<file path="src/rtl/packet_fifo.sv">
// packet_fifo: valid/ready packet buffer of DEPTH registered entries (in_data/in_valid/in_ready in, out_data/out_valid/out_ready out, level and max_level occupancy)
module packet_fifo #(
  parameter int DATA_W = 8,
  parameter int DEPTH = 4,
  parameter int LVL_W = $clog2(DEPTH + 1)
) (
  input  logic              clk,
  input  logic              rst,
  input  logic [DATA_W-1:0] in_data,
  input  logic              in_valid,
  output logic              in_ready,
  output logic [DATA_W-1:0] out_data,
  output logic              out_valid,
  input  logic              out_ready,
  output logic [LVL_W-1:0]  level,
  output logic [LVL_W-1:0]  max_level
);
  localparam int PTR_W = $clog2(DEPTH);
  logic [DATA_W-1:0] mem [DEPTH];
  logic [PTR_W-1:0] wr_ptr, rd_ptr;
  logic push, pop;
  logic [LVL_W-1:0] level_nxt;
  assign in_ready = level != LVL_W'(DEPTH);
  assign out_valid = level != '0;
  assign out_data = mem[rd_ptr];
  assign push = in_valid && in_ready;
  assign pop = out_valid && out_ready;
  assign level_nxt = level + LVL_W'(push) - LVL_W'(pop);
  always_ff @(posedge clk) begin
    if (push) mem[wr_ptr] <= in_data;
  end
  always_ff @(posedge clk) begin
    if (rst) begin
      wr_ptr <= '0;
      rd_ptr <= '0;
      level <= '0;
      max_level <= '0;
    end else begin
      if (push) wr_ptr <= wr_ptr + 1'b1;
      if (pop) rd_ptr <= rd_ptr + 1'b1;
      level <= level_nxt;
      max_level <= level_nxt > max_level ? level_nxt : max_level;
    end
  end
endmodule
</file>
<file path="config.mk">
export PLATFORM = sky130hd
export DESIGN_NAME = packet_fifo
export DESIGN_NICKNAME = d
export VERILOG_FILES = /design/src/rtl/packet_fifo.sv
export SDC_FILE = /design/constraint.sdc
export NUM_CORES = 1
export LEC_CHECK = 0
export ABC_AREA = 1
export BUFFER_PORTS_ARGS = -buffer_cell sky130_fd_sc_hd__buf_4
export CORE_UTILIZATION = 51
export CTS_CLUSTER_SIZE = 10
export DETAILED_ROUTE_END_ITERATION = 8
export GPL_TIMING_DRIVEN = 1
export PLACE_DENSITY_LB_ADDON = 0.12
export SLEW_MARGIN = 20
export SYNTH_ARGS = -nofsm -noshare
export SYNTH_HDL_FRONTEND = slang
export SYNTH_SLANG_ARGS = --single-unit
</file>
<file path="constraint.sdc">
create_clock -name clk -period 4.25 [get_ports clk]
set_input_delay 0.6375 -clock clk [delete_from_list [all_inputs] [get_ports clk]]
set_output_delay 0.6375 -clock clk [all_outputs]
set_load 0.05 [all_outputs]
</file>
# --- After elaboration in Yosys (flattened, before gate mapping) ---
# Memory sizes are Yosys's and may differ from the RTL's. A register that Yosys moved wholly into a read port is not among the register bits.
# Index checks and enable logic that the tools add are counted.
word_totals:
  regBits: 10
  ram_bits: 32
  inputBits: 12
  out_inout_bits: 16
  wordCells: 18
  mem_count: 1
classes:
  addsub: 4
  magnitude_cmp: 1
  n_eq_ne: 1
  mux: 4
  n_reduce_logical: 3
mem_list:
  columns: ["memory", "depth", "width", "read_ports", "rd_ports_with_merged_regs", "wr", "line_no", "source"]
  rows:
  - ["mem", 4, 8, 1, 1, 1, "19", "logic [DATA_W-1:0] mem [DEPTH];"]
op_table:
  columns: ["cell", "n"]
  rows:
  - ["adder 2 x 1 -> 2 bit, second input constant", 2]
  - ["2-to-1 mux 2 bit", 2]
  - ["adder 3 x 1 -> 3 bit", 1]
  - ["greater-than comparator 3 bit", 1]
  - ["!= test 3 bit, second input constant", 1]
  - ["nonzero test 3 bit", 1]
  - ["subtractor 3 x 1 -> 3 bit", 1]
  - ["logical AND 1 bit", 2]
  - ["2-to-1 mux 1 bit", 2]

# --- Logic depth before layout (Yosys ltp) ---
logic_depth:
  ltp_word: 5
  depth_mapped: 17
  mapped_depth_nobuf: 17

# --- Worst setup path before layout ---
# OpenSTA, ideal clock, no wires.
synth_path:
  path_kind: "reg2reg"
  start: "register level[0]"
  end: "register max_level[0]"
  setup_time_ns: 0.113
  arrival_ns: 3.253
  required_ns: 4.137
  slack_ns: 0.884
  stages_incl_launch_ff: 17
  n_path_buf: 0
  synth_period_minus_slack_ns: 3.366
  cell_sequence: "dfxtp_1 -> inv_1 -> nand3_1 -> nand2_2 -> ha_1 -> inv_1 -> ha_1 -> fa_1 -> nand3b_1 -> nand2_1 -> ha_1 -> a21oi_1 -> nand2_1 -> nand2_1 -> nand2_1 -> nand2_1 -> nor2_1"
synth_between:
  elab_chain_len: 5
  elab_cells_between_ends: 7
  cone_classes: "add/sub (2); order compare (1); eq/ne (1); reduce/logical (3)"
synth_lines:
  columns: ["item", "line_no", "source"]
  rows:
  - ["start: declaration", "15", "output logic [LVL_W-1:0] level,"]
  - ["start signal: assignment", "41", "level <= level_nxt;"]
  - ["!= test 3 bit", "23", "assign in_ready = level != LVL_W'(DEPTH);"]
  - ["named net in_ready", "11", "output logic in_ready,"]
  - ["logical AND 1 bit", "26", "assign push = in_valid && in_ready;"]
  - ["adder 3 x 1 -> 3 bit", "28", "assign level_nxt = level + LVL_W'(push) - LVL_W'(pop);"]
  - ["subtractor 3 x 1 -> 3 bit", "28", null]
  - ["named net level_nxt[2]", "22", "logic [LVL_W-1:0] level_nxt;"]
  - ["greater-than comparator 3 bit", "42", "max_level <= level_nxt > max_level ? level_nxt : max_level;"]
  - ["end signal: assignment", "42", null]
  - ["end: declaration", "16", "output logic [LVL_W-1:0] max_level"]
# The timed path passes the listed nets, and every way through them passes these cells.
# A chain may end at the register's enable or synchronous reset.

# --- Final worst setup path ---
layout_path:
  start: "register level[0]"
  end: "register max_level[0]"
layout_between:
  elab_chain_len: 5
  elab_cells_between_ends: 7
  cone_classes: "add/sub (2); order compare (1); eq/ne (1); reduce/logical (3)"
layout_lines:
  columns: ["item", "line_no"]
  rows:
  - ["!= test 3 bit", "23"]
  - ["logical AND 1 bit", "26"]
  - ["adder 3 x 1 -> 3 bit", "28"]
  - ["subtractor 3 x 1 -> 3 bit *", "28"]
  - ["named net level_nxt[2]", "22"]
  - ["greater-than comparator 3 bit *", "42"]
# The timed path passes the listed nets; every way through them passes the cells marked *.

==> out/qor.yml <==
status:
  status: "finished, final reports clean"
worst_setup_path:
  crit_chain: "inv_1 -> nand3_1 -> nand2_2 -> ha_1 -> inv_1 -> ha_1 -> fa_1 -> nand3b_1 -> nand2_1 -> ha_1 -> a21oi_1 -> nand2_1 -> nand2_1 -> nand2_1 -> nand2_1 -> nor2_1"
  max_stage_delay_ns: 0.39
  critPathRequiredTime_ns: 4.50
  critPathMaxFanout: 8
  arrival_ns: 3.11
  critPathTopFamily: "adder cells"
  crit_buf_inv: 2
  cp-end-kind: "register"
  worst_setup_path_start_kind: "register"
  critical_path_class: "register to register"
  worst_path_max_delay_cell: "dfxtp_1"
  cp_common_cell: "nand2_1"
placement:
  port_buffers: 27
  place.detailed.hpwl_mm: 2.13
  gp_congestion: 0.720
global_routing:
  grt_max_degree: 18
  grt_pass1_vias: 1124
  use_met3_pct: 5.33
  overflow: 0
  top_usage_layer: "met2"
  grt_use_met2_pct: 31.7
  grt_pass1_wl_mm: 5.15
  use_met1_pct: 19.9
  track_usage_pct: 17.9
  antenna_found_initial: 0
logic_synthesis:
  syn-instance-count: 167
  synthesis.area_um2: 1850
  post_synth.cell_area_avg_um2: 11.1
  synthAdderAreaFrac_pct: 7.16
  synth_compound_area_share_pct: 8.99
  synth-seq-area-share_pct: 64.9
  synth_xor_area_share_pct: 0.473
  synth_top_family_by_area: "simple AND/OR/NAND/NOR gates"
  synth_top_area_share_pct: 51.9
  yosysUniqueCellTypes: 19
  synth_nets: 189
  yosys-top-cells-area: "edfxtp_1 (52%), dfxtp_1 (13%), nor2_1 (7.1%)"
  synth-seq-cells: 44
  synth_warnings: 0
  yosys.area_share.simple_pct: 12.8
  muxShareOfSynthArea_pct: 0
  yosysTopAreaCell: "edfxtp_1"
timing:
  finalCritPeriodShare_pct: 67.2
  setup-tns-final_ns: 0
  skew_ns: 0.00634
  slew_headroom_pct: 48.5
  period_minus_slack_ns: 2.86
  hold_viol: 0
  max_freq_mhz: 350
  worstMarginPinSlew_ns: 0.770
  finalSetupViolCount: 0
  slew_violations: 0
  grt_setup_unrepaired: "no"
power_and_ir_drop:
  total_power_mw: 1.66
  ir_worst_vdd_mv: 0.578
  leakage_nw: 0.897
  power_density_nw_per_um2: 768
final_layout:
  nets: 221
  n_antenna_cell: 0
  drive_above_1_share_pct: 20.0
  area_growth_pct: 16.9
  nFillCells: 282
drt:
  vias: 1215
  drtIter0Drc: 67
  wl_per_cell_um: 12.6
  dr.pass1.iters: 4
  routed_wl_mm: 3.11
  drc_errors: 0
  ant_nets: 0
  viasPerCell: 4.94
cts:
  cts-root-buf: "clkbuf_4"
  cts_tree: "done"
  cts.sinks: 44
  clkTransAtPathRegs_ns: 0.12
  cts_hold_buf: 0
  clk_path_buf_depth: 2
  cts_resized: 0
  clk_latency_ns: 0.35
  cts_setup_buffers: 0
  htreeDepth: 2
  cts_buffers: 5
floorplan:
  die_h_um: 62.3
  initial_utilization_pct: 54.2
  die_w_um: 62.3
  coreArea_um2: 3420
  io_pins: 28
  die-area_um2: 3880
  row_count: 21
min_path:
  hold_class: "input port to register"
flow_run:
  maxCapViolations: 0
==> state kept, by name, summed over array words and instances, names as in the netlist, named ones only <==
signal,count
level,3
mem,32
max_level,3
wr_ptr,2
rd_ptr,2
==> worst reg2reg max path, cell delays in order (launching register included) <==
cell	delay (ns)
dfxtp_1	0.39
inv_1	0.08
nand3_1	0.12
nand2_2	0.13
ha_1	0.31
inv_1	0.04
ha_1	0.18
fa_1	0.37
nand3b_1	0.19
nand2_1	0.12
ha_1	0.26
a21oi_1	0.17
nand2_1	0.07
nand2_1	0.16
nand2_1	0.08
nand2_1	0.07
nor2_1	0.04
==> per-stage QoR <==
step	setup slack [ns]	hold slack [ns]	util, %	cells	area [um2]
after global routing	1.18	0.444	63.4	246	2160
after global placement	1.38	0.482	61.2	238	2090
final	1.39	0.471	63.4	246	2160
after CTS	1.42	0.455	63.4	246	2160
after floorplan	0.884	0.462	-	167	1850
after detailed placement	1.26	0.495	61.2	238	2090
==> cells in the final DEF (no fill, tap or decap), drive strengths merged <==
| cell | n |
|---|---|
| ha | 9 |
| o22ai | 8 |
| o21ai | 18 |
| dfxtp | 12 |
| xor2 | 1 |
| clkbuf | 7 |
| fa | 1 |
| bufinv | 1 |
| inv | 22 |
| a21oi | 3 |
| edfxtp | 32 |
| nand3b | 1 |
| nand3 | 4 |
| nand2 | 19 |
| buf | 27 |
| nor2 | 35 |
==> path summary, 6_finish.rpt <==
kind                     startpoint                         to  slack, ns  cells after the start
min                             rst        level[1]$_SDFF_PP0_       0.47                      2
max reg2reg     level[0]$_SDFF_PP0_  max_level[0]$_SDFFE_PP0N_       1.39                     16
max             level[0]$_SDFF_PP0_  max_level[0]$_SDFFE_PP0N_       1.39                     16
min reg2reg  rd_ptr[1]$_SDFFE_PP0P_     rd_ptr[1]$_SDFFE_PP0P_       0.51                      2
==> cell type report <==
class | count | area [um2] | area share [%]
inverters | 22 | 82.6 | 3.82
well taps | 46 | 57.6 | 2.66
clock inverters | 1 | 30.0 | 1.39
flip-flops and latches | 44 | 1200 | 55.5
repair buffers | 27 | 203 | 9.36
multi-input cells | 99 | 546 | 25.2
clock buffers | 7 | 45.0 | 2.08
==> cell families after synthesis <==
logic type      after synthesis
simple gates                 59
flops                        44
compound gates               29
buf+inv                      24
fa+ha+maj                    10
xor+xnor                      1
==> layer usage <==
layer	routed length, um	up-vias
met5	0	-
met4	54	0
met3	162	6
met2	1660	27
met1	1230	558
li1	-	624
==> cells in the mapped netlist <==
cell type and count:
nand2_1 18, dfxtp_1 12, o21ai_1 1, nand3b_1 1, edfxtp_1 32, inv_1 20
fa_1 1, o22ai_1 8, nand2_2 1, o21ai_2 3, o21ai_0 14, a21oi_1 3
nand3_2 1, inv_2 2, ha_1 9, nor2_1 35, buf_6 2, nand3_1 3
xor2_1 1
==> power by group <==
part           leakage, nW  internal (mW)  switching (mW)  total (mW)
Sequential           0.392          0.532          0.0493       0.582
Clock               0.0395          0.125           0.124       0.249
Combinational        0.465          0.261           0.572       0.832
Total                0.897          0.918           0.745        1.66
Power figures use the tool's default switching activity.
